File: src/rtl/interrupt_sequencer.sv
// interrupt_sequencer: on an int_req edge drains the pipeline, pushes {flags, PC hi, PC lo} through the execute push path, then loads PC with INT_VECTOR
module interrupt_sequencer #(
  parameter int          DRAIN_CYCLES = 2,
  parameter logic [31:0] INT_VECTOR   = 32'h0000_0000
) (
  input  logic        clk,
  input  logic        reset,
  input  logic        int_req,
  input  logic        branch_taken,
  input  logic        mem_busy,
  input  logic [31:0] ex_pc_plus_one,
  input  logic [2:0]  flag_register,
  output logic        stall_fetch,
  output logic        flush_decode,
  output logic        inject_push,
  output logic [15:0] inject_data,
  output logic        pc_load,
  output logic [31:0] pc_load_value,
  output logic        int_ack,
  output logic        busy
);
  localparam int CW = $clog2(DRAIN_CYCLES + 1);
  typedef enum logic [2:0] {IDLE, DRAIN, PUSH_FLAGS, PUSH_PC_HI, PUSH_PC_LO, JUMP} state_t;
  state_t        state_q, state_d;
  logic          prev_req_q, prev_req_d;
  logic          pending_q, pending_d;
  logic [31:0]   resume_pc_q, resume_pc_d;
  logic [2:0]    saved_flags_q, saved_flags_d;
  logic [CW-1:0] cnt_q, cnt_d;
  logic          int_edge, accept, push_state;
  assign int_edge   = int_req & ~prev_req_q;
  assign accept     = (state_q == IDLE) & (int_edge | pending_q) & ~branch_taken & ~mem_busy;
  assign push_state = state_q inside {PUSH_FLAGS, PUSH_PC_HI, PUSH_PC_LO};
  always_ff @(posedge clk or posedge reset) begin
    if (reset) begin
      state_q       <= IDLE;
      prev_req_q    <= 1'b0;
      pending_q     <= 1'b0;
      resume_pc_q   <= '0;
      saved_flags_q <= '0;
      cnt_q         <= '0;
    end else begin
      state_q       <= state_d;
      prev_req_q    <= prev_req_d;
      pending_q     <= pending_d;
      resume_pc_q   <= resume_pc_d;
      saved_flags_q <= saved_flags_d;
      cnt_q         <= cnt_d;
    end
  end
  always_comb begin
    state_d       = state_q;
    prev_req_d    = int_req;
    pending_d     = (pending_q | int_edge) & ~accept;
    resume_pc_d   = accept ? ex_pc_plus_one : resume_pc_q;
    saved_flags_d = saved_flags_q;
    cnt_d         = cnt_q;
    case (state_q)
      IDLE: begin
        if (accept) begin
          state_d = DRAIN;
          cnt_d   = CW'(DRAIN_CYCLES - 1);
        end
      end
      DRAIN: begin
        if (cnt_q == '0) begin
          state_d       = PUSH_FLAGS;
          saved_flags_d = flag_register;
        end else begin
          cnt_d = cnt_q - CW'(1);
        end
      end
      PUSH_FLAGS: state_d = mem_busy ? PUSH_FLAGS : PUSH_PC_HI;
      PUSH_PC_HI: state_d = mem_busy ? PUSH_PC_HI : PUSH_PC_LO;
      PUSH_PC_LO: state_d = mem_busy ? PUSH_PC_LO : JUMP;
      JUMP:       state_d = IDLE;
      default:    state_d = IDLE;
    endcase
  end
  always_comb begin
    busy          = state_q != IDLE;
    stall_fetch   = busy & (state_q != JUMP);
    flush_decode  = busy;
    inject_push   = push_state & ~mem_busy;
    inject_data   = !inject_push ? 16'h0 :
                    state_q == PUSH_FLAGS ? {13'b0, saved_flags_q} :
                    state_q == PUSH_PC_HI ? resume_pc_q[31:16] : resume_pc_q[15:0];
    pc_load       = state_q == JUMP;
    pc_load_value = pc_load ? INT_VECTOR : 32'h0;
    int_ack       = pc_load;
  end
endmodule

File: config.mk
export PLATFORM = sky130hd
export DESIGN_NAME = interrupt_sequencer
export DESIGN_NICKNAME = d
export VERILOG_FILES = /design/src/rtl/interrupt_sequencer.sv
export SDC_FILE = /design/constraint.sdc
export NUM_CORES = 1
export LEC_CHECK = 0
export CORE_MARGIN = 2
export CORE_UTILIZATION = 30
export CTS_BUF_LIST = sky130_fd_sc_hd__clkbuf_8
export CTS_CLUSTER_DIAMETER = 150
export DETAILED_ROUTE_END_ITERATION = 7
export PLACE_DENSITY = 0.68
export SETUP_SLACK_MARGIN = 0.15
export SLEW_MARGIN = 10
export SYNTH_ARGS = -nofsm -noshare
export SYNTH_HDL_FRONTEND = slang
export SYNTH_SLANG_ARGS = --single-unit
File: constraint.sdc
create_clock -name clk -period 3 [get_ports clk]
set_input_delay 0.3 -clock clk [delete_from_list [all_inputs] [get_ports clk]]
set_output_delay 0.3 -clock clk [all_outputs]
set_load 0.005 [all_outputs]
Word level (Yosys, flattened, before mapping):

Index checks and enable logic that the tools add are counted.

* bits of input ports: 40
* bits in registers: 42
* logic and storage cells: 48
* output and inout bits: 54

* add/sub/neg operators: 1
* bitwise logic cells: 12
* mux-type cells: 12
* reductions and logical operators: 8
* eq/ne operators: 9

Operators with widths (number)
* two-way mux 16 bit: 3
* one-hot mux 3 bit (5 select lines): 1
* two-way mux 3 bit: 3
* bitwise AND 1 bit: 7
* == test 3 x 2 -> 1 bit (second input constant): 2
* == test 3 bit (second input constant): 2
* inequality test 2 bit (second input constant): 3
* nonzero test 3 bit: 2
* two-way mux 2 bit: 2
* inverter 1 bit: 4
* one-hot mux 2 bit (2 select lines): 1
* AND reduction 2 bit: 2
* == test 3 x 1 -> 1 bit (second input constant): 1
* zero test 3 bit: 1
* inequality test 3 bit (second input constant): 1
* AND reduction 3 bit: 1
* zero test 2 bit: 1
* two-way mux 1 bit: 2
* nonzero test 2 bit: 1
* subtractor 2 x 1 -> 2 bit (second input constant): 1
* OR 1 bit: 1

Depth between registers and ports, before layout:

Gate-level depths: netlist of run 1.

* depth in word-level cells: 8
* gate-level depth with buffers: 6
* depth with buffers taken out: 5

Worst setup path before layout of run 1:

Ideal clock, no wire load.

* path kind: register -> output
* from: reg state_q[1]
* to: out inject_data[10]
* cell stages (with the launch flop): 7
* data required time: 2.700 ns
* path slack: 1.315 ns
* data arrival time: 1.385 ns
* path through: dfrtp_1 buf_6 or3b_1 a21o_1 buf_6 buf_8 a21oi_2

* word-level cells in the longest chain between the ends: 4
* elaborated cells between the ends (all ways): 8
* those cells by class: eq/ne (3); mux (3); bitwise (1); reduce/logical (1)

Ends and longest elaborated chain
* start: declaration: line 24 `state_t state_q, state_d;`
* start signal: assignment: line 43 `state_q <= state_d;`
* == test 3 x 2 -> 1 bit, or another cell as far along: line 33, 86
* nonzero test 3 bit or two-way mux 16 bit (tied branches): line 33, 87
* bitwise AND 1 bit or two-way mux 16 bit (tied branches): line 84, 86
* two-way mux 16 bit (*): line 85 `inject_data = !inject_push ? 16'h0 :`
* end: declaration: line 16 `output logic [15:0] inject_data,`

Every way passes the cells marked *; elsewhere a longest branch is shown, timed or not.

Worst setup path after layout of run 1:

* from: reg state_q[2]
* to: out inject_data[6]

Same word-level chain as after synthesis.

==> flow_metrics.env, run 1 <==
export IMPL_p_switching_uw=844
export IMPL_ant_nets=0
export IMPL_p_int_uw=1550
export IMPL_clkPwrFrac_pct=13.8
export IMPL_grt_max_degree=43
export IMPL_cts_sinks=42
export IMPL_grt_pass1_vias=1556
export IMPL_first_pass_iters=4
export IMPL_outcome="completed"
export IMPL_p_sw_share_pct=35.3
export IMPL_crit_reg2reg_launch="state_q[0]"
export IMPL_critical_path_class="flip-flop to output port"
export IMPL_cts_setup_buffers=0
export IMPL_peakVddDrop_mv=0.361
export IMPL_synthMuxAreaShare_pct=18.5
export IMPL_ff2ff_setup_slack_ns=1.08
export IMPL_p_leak_uw=0.00125
export IMPL_crit_fanout=10
export IMPL_gp_congestion=0.750
export IMPL_portBuffers=61
export IMPL_timing_rr_end="resume_pc_q[8]"
export IMPL_pwr_share_comb_pct=44.2
export IMPL_hold_violations=0
export IMPL_htree_num_levels=2
export IMPL_fp_dieH_um=92.4
export IMPL_period_minus_slack_ns=2.66
export IMPL_drtIter0Drc=74
export IMPL_hpwl_mm=3.50
export IMPL_finalPower_uw=2390
export IMPL_setup_tns_ns=0
export IMPL_grt_setup_unrepaired="no"
export IMPL_vias=1573
export IMPL_pin_count=94
export IMPL_routed_wl_mm=4.78
export IMPL_rows=32
export IMPL_powerDensity_nw_per_um2=813
export IMPL_worst_endpoint_arrival_ns=2.36
export IMPL_sequentialPowerShare_pct=42.0
export IMPL_cts_resized=0
export IMPL_drc=0
export IMPL_clock_fmax_ghz=0.375
export IMPL_final_cell_mix="61 x clkdlybuf4s50_1, 42 x dfrtp_1, 32 x conb_1, 30 x mux2_1, 15 x nand2_1"
export IMPL_fillers=758
export IMPL_synth_area_leaders="dfrtp_1 45%, mux2_1 14%, buf_4 11%"
export IMPL_wl_per_cell_um=13.0
export IMPL_cts_tree="built"
export IMPL_synth_area_leader_cell="dfrtp_1"
export IMPL_synth_fa_ha_area_share_pct=0.533
export IMPL_fin_crit_sh_pct=88.8
export IMPL_cp_required_ns=2.70
export IMPL_synthesis_area_um2=2350
export IMPL_synth_top_area_share_pct=44.8
export IMPL_overflow=0
export IMPL_n_antenna_cell=0
export IMPL_synthSimpleGateAreaFrac_pct=9.92
export IMPL_clock_path_buffers=2
export IMPL_clk_latency_ns=0.29
export IMPL_nets=307
export IMPL_drive_above_1_share_pct=10.5
export IMPL_ys_types=35
export IMPL_ys_ff_latch=42
export IMPL_endpoint_kind="output port"
export IMPL_startpoint_type="flip-flop"
export IMPL_min_from="int_req"
export IMPL_dieArea_um2=8540
export IMPL_reg2regPathDepth=4
export IMPL_root_buffer="clkbuf_8"
export IMPL_antenna_found_initial=0
export IMPL_cts_hold_buffers=0
export IMPL_core_area_um2=7650
export IMPL_synth_top_family_by_area="multiplexers"
export IMPL_cap_violations=0
export IMPL_setup_viol=0
export IMPL_clock_skew_ns=0.00635
export IMPL_numCtsBuffers=5
export IMPL_synthCells=210
export IMPL_syn_area_per_cell_um2=11.2
export IMPL_slew_violations=0
export IMPL_synth_xor_area_share_pct=0.747
export IMPL_synth_seq_area_share_pct=44.8
export IMPL_worstHoldPathType="input port to flip-flop"
export IMPL_layout_cells_most_common="clkdlybuf4s50_1"
export IMPL_grt_pass1_wl_mm=7.56
export IMPL_synth_compound_area_share_pct=8.96
export IMPL_worst_pin_slew_ns=1.11
export IMPL_area_growth_synth_to_final_pct=25.4
export IMPL_clk_pin_slew_ns=0.08
export IMPL_min_path_cells=1
export IMPL_fin_util_pct=38.5
export IMPL_grt_usage_pct=11.3
export IMPL_viasPerCell=4.27
export IMPL_hold_path_end="prev_req_q"
export IMPL_maxSlewHeadroom_pct=26.0
export IMPL_ff_latch_area_um2=1050
export IMPL_die_x_um=92.4
export IMPL_start_util_pct=30.7
export IMPL_yosysWarnings=0
export IMPL_multiInputGateArea_um2=1030
==> layer usage <==
metal | wire (um) | vias up | track usage [%]
met5 | 0 | - | 0
met4 | 63 | 0 | 3.36
met3 | 307 | 5 | 2.85
met2 | 2140 | 63 | 17.6
met1 | 2270 | 743 | 15.4
li1 | - | 762 | -
==> final cells by class <==
cell class / instances / share of cell area, %
multi-input combinational: 147 / 34.9
clock inverter: 2 / 0.255
inverter: 5 / 0.638
sequential: 42 / 35.7
tap: 102 / 4.34
timing repair buffer: 65 / 21.8
clock buffer: 5 / 2.34
==> cells in the mapped netlist (all sizes together) <==
master,count
or3,1
nor2b,2
a21o,1
a211oi,3
xnor2,2
nor3,1
or3b,1
ha,1
conb,1
dfrtp,42
inv,5
a21oi,15
o21ai,3
nand2,15
and3,2
o31ai,1
clkbuf,3
o22ai,1
a31o,1
o211ai,1
mux2i,4
a31oi,2
buf,44
mux2,35
nand3,14
or4b,1
nor2,5
nand2b,3
==> state kept, by name (all words and copies together) (netlist names) <==
name,flops
prev_req_q,1
saved_flags_q,3
pending_q,1
cnt_q,2
resume_pc_q,32
state_q,3
==> cell families after synthesis <==
| logic type | after synthesis |
|---|---|
| AOI/OAI and AO/OA | 28 |
| xor gates and xnor gates | 2 |
| adders and majority gates | 1 |
| buffers and inverters | 52 |
| DFF | 42 |
| muxes | 39 |
| other | 1 |
| and+or+nand+nor | 45 |
==> power groups by stage <==
stage | sequential (uW) | clock, uW | combinational, uW
floorplan | 957 | 0 | 825
finish | 1000 | 330 | 1060
detailed placement | 1020 | 0 | 1070
CTS | 1010 | 348 | 1080
global placement | 1000 | 0 | 1050
global route | 1040 | 362 | 1180
==> worst max-delay path, stage by stage (launching register included) <==
cell and delay, ns:
dfrtp_1 0.51, or3b_1 0.40, a21o_1 0.27, buf_4 0.23, a21oi_2 0.13, clkdlybuf4s50_1 0.53
==> through the flow <==
step	std cells	hold slack (ns)	instance area (um2)	worst slack, ns
detailed placement	361	0.482	2870	0.641
floorplan	241	0.331	2460	1.32
CTS	368	0.472	2940	0.300
global route	368	0.474	2940	0.207
finish	368	0.481	2940	0.335
global placement	361	0.474	2870	0.644
==> worst max path at each step <==
stage,startpoint,to,slack [ns],cells past startpoint
after global placement,state_q[2],inject_data[6],0.64,5
after detailed placement,state_q[2],inject_data[6],0.64,5
after floorplan,state_q[1],inject_data[10],1.32,6
after CTS,state_q[2],inject_data[13],0.30,5
after global routing,state_q[2],inject_data[13],0.21,5
final,state_q[2],inject_data[6],0.34,5
Note: power is estimated with default switching activity, not from simulation.
==> run 2, diff against run 1 <==
- CORE_MARGIN: 2 -> 5
- GPL_ROUTABILITY_DRIVEN: not set -> 0
==> flow_metrics.env, run 2 (synthesis results as in run 1) <==
export IMPL_pre_cts_ws_ns=0.570
export IMPL_final_cell_mix="61 x clkdlybuf4s50_1, 41 x dfrtp_1, 32 x conb_1, 30 x mux2_1, 15 x nand2_1"
export IMPL_setup_tns_ns=0
export IMPL_area_growth_synth_to_final_pct=27.8
export IMPL_overflow=0
export IMPL_clock_skew_ns=0.00327
export IMPL_routed_wl_mm=4.97
export IMPL_layout_cells_most_common="clkdlybuf4s50_1"
export IMPL_rows=32
export IMPL_outcome="completed"
export IMPL_fin_ws_ns=0.305
export IMPL_clock_fmax_ghz=0.371
export IMPL_regMostFlops="resume_pc_q"
export IMPL_hold_violations=0
export IMPL_dieArea_um2=9690
export IMPL_p_int_uw=1640
export IMPL_grt_setup_unrepaired="no"
export IMPL_fin_crit_sh_pct=89.8
export IMPL_clk_pin_slew_ns=0.08
export IMPL_cap_violations=0
export IMPL_root_buffer="clkbuf_8"
export IMPL_setup_viol=0
export IMPL_powerDensity_nw_per_um2=828
export IMPL_peakVddDrop_mv=0.397
export IMPL_pwr_share_comb_pct=42.6
export IMPL_worstHoldPathType="input port to flip-flop"
export IMPL_die_x_um=98.4
export IMPL_grt_usage_pct=10.2
export IMPL_maxSlewHeadroom_pct=41.3
export IMPL_clock_path_buffers=2
export IMPL_fp_dieH_um=98.4
export IMPL_drive_above_1_share_pct=13.0
export IMPL_start_util_pct=30.5
export IMPL_p_switching_uw=845
export IMPL_first_pass_iters=4
export IMPL_antenna_found_initial=0
export IMPL_cp_required_ns=2.70
export IMPL_drtIter0Drc=89
export IMPL_htree_num_levels=2
export IMPL_largest_reg_flops=32
export IMPL_drc=0
export IMPL_wl_per_cell_um=13.4
export IMPL_grt_pass1_vias=1628
export IMPL_grt_pass1_wl_mm=7.98
export IMPL_crit_fanout=9
export IMPL_top_regs="resume_pc_q (32), saved_flags_q (3), state_q (3)"
export IMPL_p_sw_share_pct=34.0
export IMPL_viasPerCell=4.33
export IMPL_clkPwrFrac_pct=16.9
export IMPL_ff2ff_setup_slack_ns=1.06
export IMPL_grt_max_degree=43
export IMPL_gr_usage_met1_pct=14.0
export IMPL_use_met3_pct=2.55
export IMPL_critical_path_class="flip-flop to output port"
export IMPL_use_met2_pct=15.9
export IMPL_sequentialPowerShare_pct=40.6
export IMPL_endpoint_kind="output port"
export IMPL_ant_nets=0
export IMPL_period_minus_slack_ns=2.70
export IMPL_pin_count=94
export IMPL_hpwl_mm=3.76
export IMPL_cts_sinks=42
export IMPL_clk_latency_ns=0.29
export IMPL_nets=310
export IMPL_slew_violations=0
export IMPL_worst_pin_slew_ns=0.879
export IMPL_worst_endpoint_arrival_ns=2.40
export IMPL_core_area_um2=7690
export IMPL_p_leak_uw=0.00128
export IMPL_n_antenna_cell=0
export IMPL_top_usage_layer="met2"
export IMPL_portBuffers=61
export IMPL_vias=1610
export IMPL_startpoint_type="flip-flop"
export IMPL_cts_tree="built"
export IMPL_numCtsBuffers=5
[run 2: cell types whose count changed in the layout (fill, tap and decap cells not counted)]
cell | before | now
buf_4 | 4 | 7
clkbuf_8 | 5 | 8
dfrtp_1 | 42 | 41
dfrtp_2 | 0 | 1
inv_1 | 6 | 4
[run 2: critical path, cell delays in order, from the launching register on]
cell	delay, ns
dfrtp_1	0.47
or3b_1	0.42
a21o_1	0.31
buf_4	0.25
a21oi_1	0.14
clkdlybuf4s50_1	0.53
[run 2: repair_timing]
item,4_1_cts,5_1_grt
hold buffers,0,0
resized for setup,0,1
hold endpoints to repair,0,0
buffers inserted,0,0
setup endpoints to repair,0,2
[run 2: final timing paths]
| kind | cells past startpoint | to | from |
|---|---|---|---|
| max | 5 | inject_data[4] | state_q[1] |
| min | 1 | prev_req_q | int_req |
| max reg2reg | 5 | resume_pc_q[16] | state_q[0] |
| min reg2reg | 1 | resume_pc_q[7] | resume_pc_q[7] |
| max in group asynchronous | 2 | state_q[2] | reset |
| min in group asynchronous | 2 | resume_pc_q[28] | reset |
[run 2: per-stage QoR]
step | util, % | instance area [um2] | hold WS, ns | cells | power (uW)
5_1_grt | 39.0 | 3000 | 0.469 | 372 | 2690
4_1_cts | 39.0 | 3000 | 0.469 | 372 | 2530
3_5_place_dp | 37.6 | 2890 | 0.481 | 364 | 2100
3_3_place_gp | 37.6 | 2890 | 0.474 | 364 | 2080
6_report | 39.0 | 3000 | 0.483 | 372 | 2480
2_1_floorplan | - | 2460 | 0.331 | 241 | 1780
[run 2: area by class of cell]
cell class,count,area [um2]
Clock buffer,8,110
Tap cell,102,128
Multi-Input combinational cell,147,1030
Fill cell,773,4690
Sequential cell,42,1050
Inverter,5,18.8
Timing Repair Buffer,68,663
[run 2: power groups by stage]
stage               clock network (uW)  registers (uW)  logic, uW
global route                       460            1040       1190
global placement                     0            1010       1070
floorplan                            0             957        825
finish                             419            1010       1060
detailed placement                   0            1020       1080
CTS                                438            1010       1080
[run 2: per-layer routing]
metal  up-vias  wire length (um)
met5         -                 0
met4         0                54
met3         5               318
met2        58              2310
met1       779              2290
li1        768                 -
==> run 3, diff against run 2 <==
- CORE_ASPECT_RATIO: not set -> 0.7
- TNS_END_PERCENT: not set -> 20
==> flow_metrics.env, run 3 (synthesis results as in run 1) <==
export IMPL_outcome="completed"
export IMPL_setup_tns_ns=0
export IMPL_final_cell_mix="61 x clkdlybuf4s50_1, 41 x dfrtp_1, 32 x conb_1, 30 x mux2_1, 15 x nand2_1"
export IMPL_ff2ff_setup_slack_ns=1.12
export IMPL_cap_violations=0
export IMPL_startpoint_type="flip-flop"
export IMPL_worst_pin_slew_ns=0.895
export IMPL_cts_sinks=42
export IMPL_p_leak_uw=0.00127
export IMPL_critPathLaunch="state_q[1]"
export IMPL_p_int_uw=1650
export IMPL_min_from="int_req"
export IMPL_grt_max_degree=43
export IMPL_clk_pin_slew_ns=0.08
export IMPL_hpwl_mm=3.98
export IMPL_cts_tree="built"
export IMPL_post_dp_cell_area_um2=2880
export IMPL_crit_fanout=13
export IMPL_n_antenna_cell=0
export IMPL_sequentialPowerShare_pct=40.0
export IMPL_cp_required_ns=2.70
export IMPL_fin_util_pct=38.7
export IMPL_drive_above_1_share_pct=13.0
export IMPL_clock_path_buffers=2
export IMPL_reg2regPathDepth=5
export IMPL_finalPower_uw=2530
export IMPL_hold_violations=0
export IMPL_cts_hold_buffers=0
export IMPL_vias=1616
export IMPL_p_switching_uw=878
export IMPL_regMostFlops="resume_pc_q"
export IMPL_crit_reg2reg_launch="state_q[0]"
export IMPL_p_sw_share_pct=34.8
export IMPL_start_util_pct=30.3
export IMPL_peakVddDrop_mv=0.281
export IMPL_first_pass_iters=4
export IMPL_clk_latency_ns=0.29
export IMPL_powerDensity_nw_per_um2=844
export IMPL_clkPwrFrac_pct=17.5
export IMPL_grt_pass1_vias=1679
export IMPL_rows=27
export IMPL_dieArea_um2=9720
export IMPL_ant_nets=0
export IMPL_endpoint_kind="output port"
export IMPL_wl_per_cell_um=14.3
export IMPL_grt_pass1_wl_mm=8.54
export IMPL_fin_crit_sh_pct=89.1
export IMPL_portBuffers=61
export IMPL_largest_reg_flops=32
export IMPL_numCtsBuffers=5
export IMPL_period_minus_slack_ns=2.67
export IMPL_clock_fmax_ghz=0.374
export IMPL_grt_setup_unrepaired="no"
export IMPL_antenna_found_initial=0
export IMPL_hold_ws_ns=0.469
export IMPL_top_regs="resume_pc_q (32), saved_flags_q (3), state_q (3)"
export IMPL_nets=309
export IMPL_viasPerCell=4.37
export IMPL_min_path_cells=1
export IMPL_htree_num_levels=2
export IMPL_fin_area_um2=2990
export IMPL_clock_skew_ns=0.00598
export IMPL_critical_path_class="flip-flop to output port"
export IMPL_routed_wl_mm=5.29
export IMPL_drtIter0Drc=31
export IMPL_root_buffer="clkbuf_8"
export IMPL_worstHoldPathType="input port to flip-flop"
export IMPL_worst_endpoint_arrival_ns=2.37
export IMPL_setup_viol=0
export IMPL_area_growth_synth_to_final_pct=27.6
export IMPL_drc=0
export IMPL_die_x_um=116
export IMPL_maxSlewHeadroom_pct=40.3
export IMPL_pin_count=94
export IMPL_slew_violations=0
export IMPL_grt_usage_pct=11.2
export IMPL_pwr_share_comb_pct=42.5
export IMPL_fp_dieH_um=84.0
export IMPL_layout_cells_most_common="clkdlybuf4s50_1"
export IMPL_core_area_um2=7740
export IMPL_overflow=0
-- run 3: power groups by stage --
stage                     registers [uW]  clock network (uW)  logic, uW
after floorplan                      957                   0        825
after global placement              1010                   0       1070
after detailed placement            1020                   0       1100
after CTS                           1010                 458       1100
after global routing                1050                 488       1200
final                               1010                 443       1070
-- run 3: worst paths after layout --
path / end
setup / recovery: inject_data[2]
min in group asynchronous: resume_pc_q[18]
hold reg to reg: resume_pc_q[29]
hold / removal: prev_req_q
max in group asynchronous: state_q[2]
setup reg to reg: resume_pc_q[15]
-- run 3: metal layers --
metal / wire length [um] / global-route usage (%) / vias up / part of all wire [%]
met5: 0 / 0 / - / 0
met1: 2480 / 15.5 / 777 / 47
li1: - / - / 767 / -
met4: 47 / 2.85 / 0 / 0.89
met3: 507 / 4.28 / 8 / 9.6
met2: 2250 / 16.4 / 64 / 43
-- run 3: repair_timing --
action | in CTS | in global routing
gates resized for setup | 0 | 2
endpoints found under the setup margin | 0 | 9
setup buffers | 0 | 0
hold endpoints to repair | 0 | 0
-- run 3: final cells by class --
type	instances	area [um2]
sequential	42	1050
tap	101	126
clock inverter	3	41.3
fill	776	4740
clock buffer	5	68.8
inverter	5	18.8
multi-input combinational	147	1030
timing repair buffer	67	656
-- run 3: metrics by stage --
step	instances	setup slack (ns)
6_report	370	0.328
5_1_grt	370	0.188
4_1_cts	370	0.160
3_5_place_dp	362	0.493
3_3_place_gp	362	0.559
2_1_floorplan	241	1.32
-- run 3: critical path: stages (launching register included) --
cell and delay [ns]:
dfrtp_1 0.47, or3b_1 0.43, a21o_2 0.33, a211oi_1 0.28, clkdlybuf4s50_1 0.56
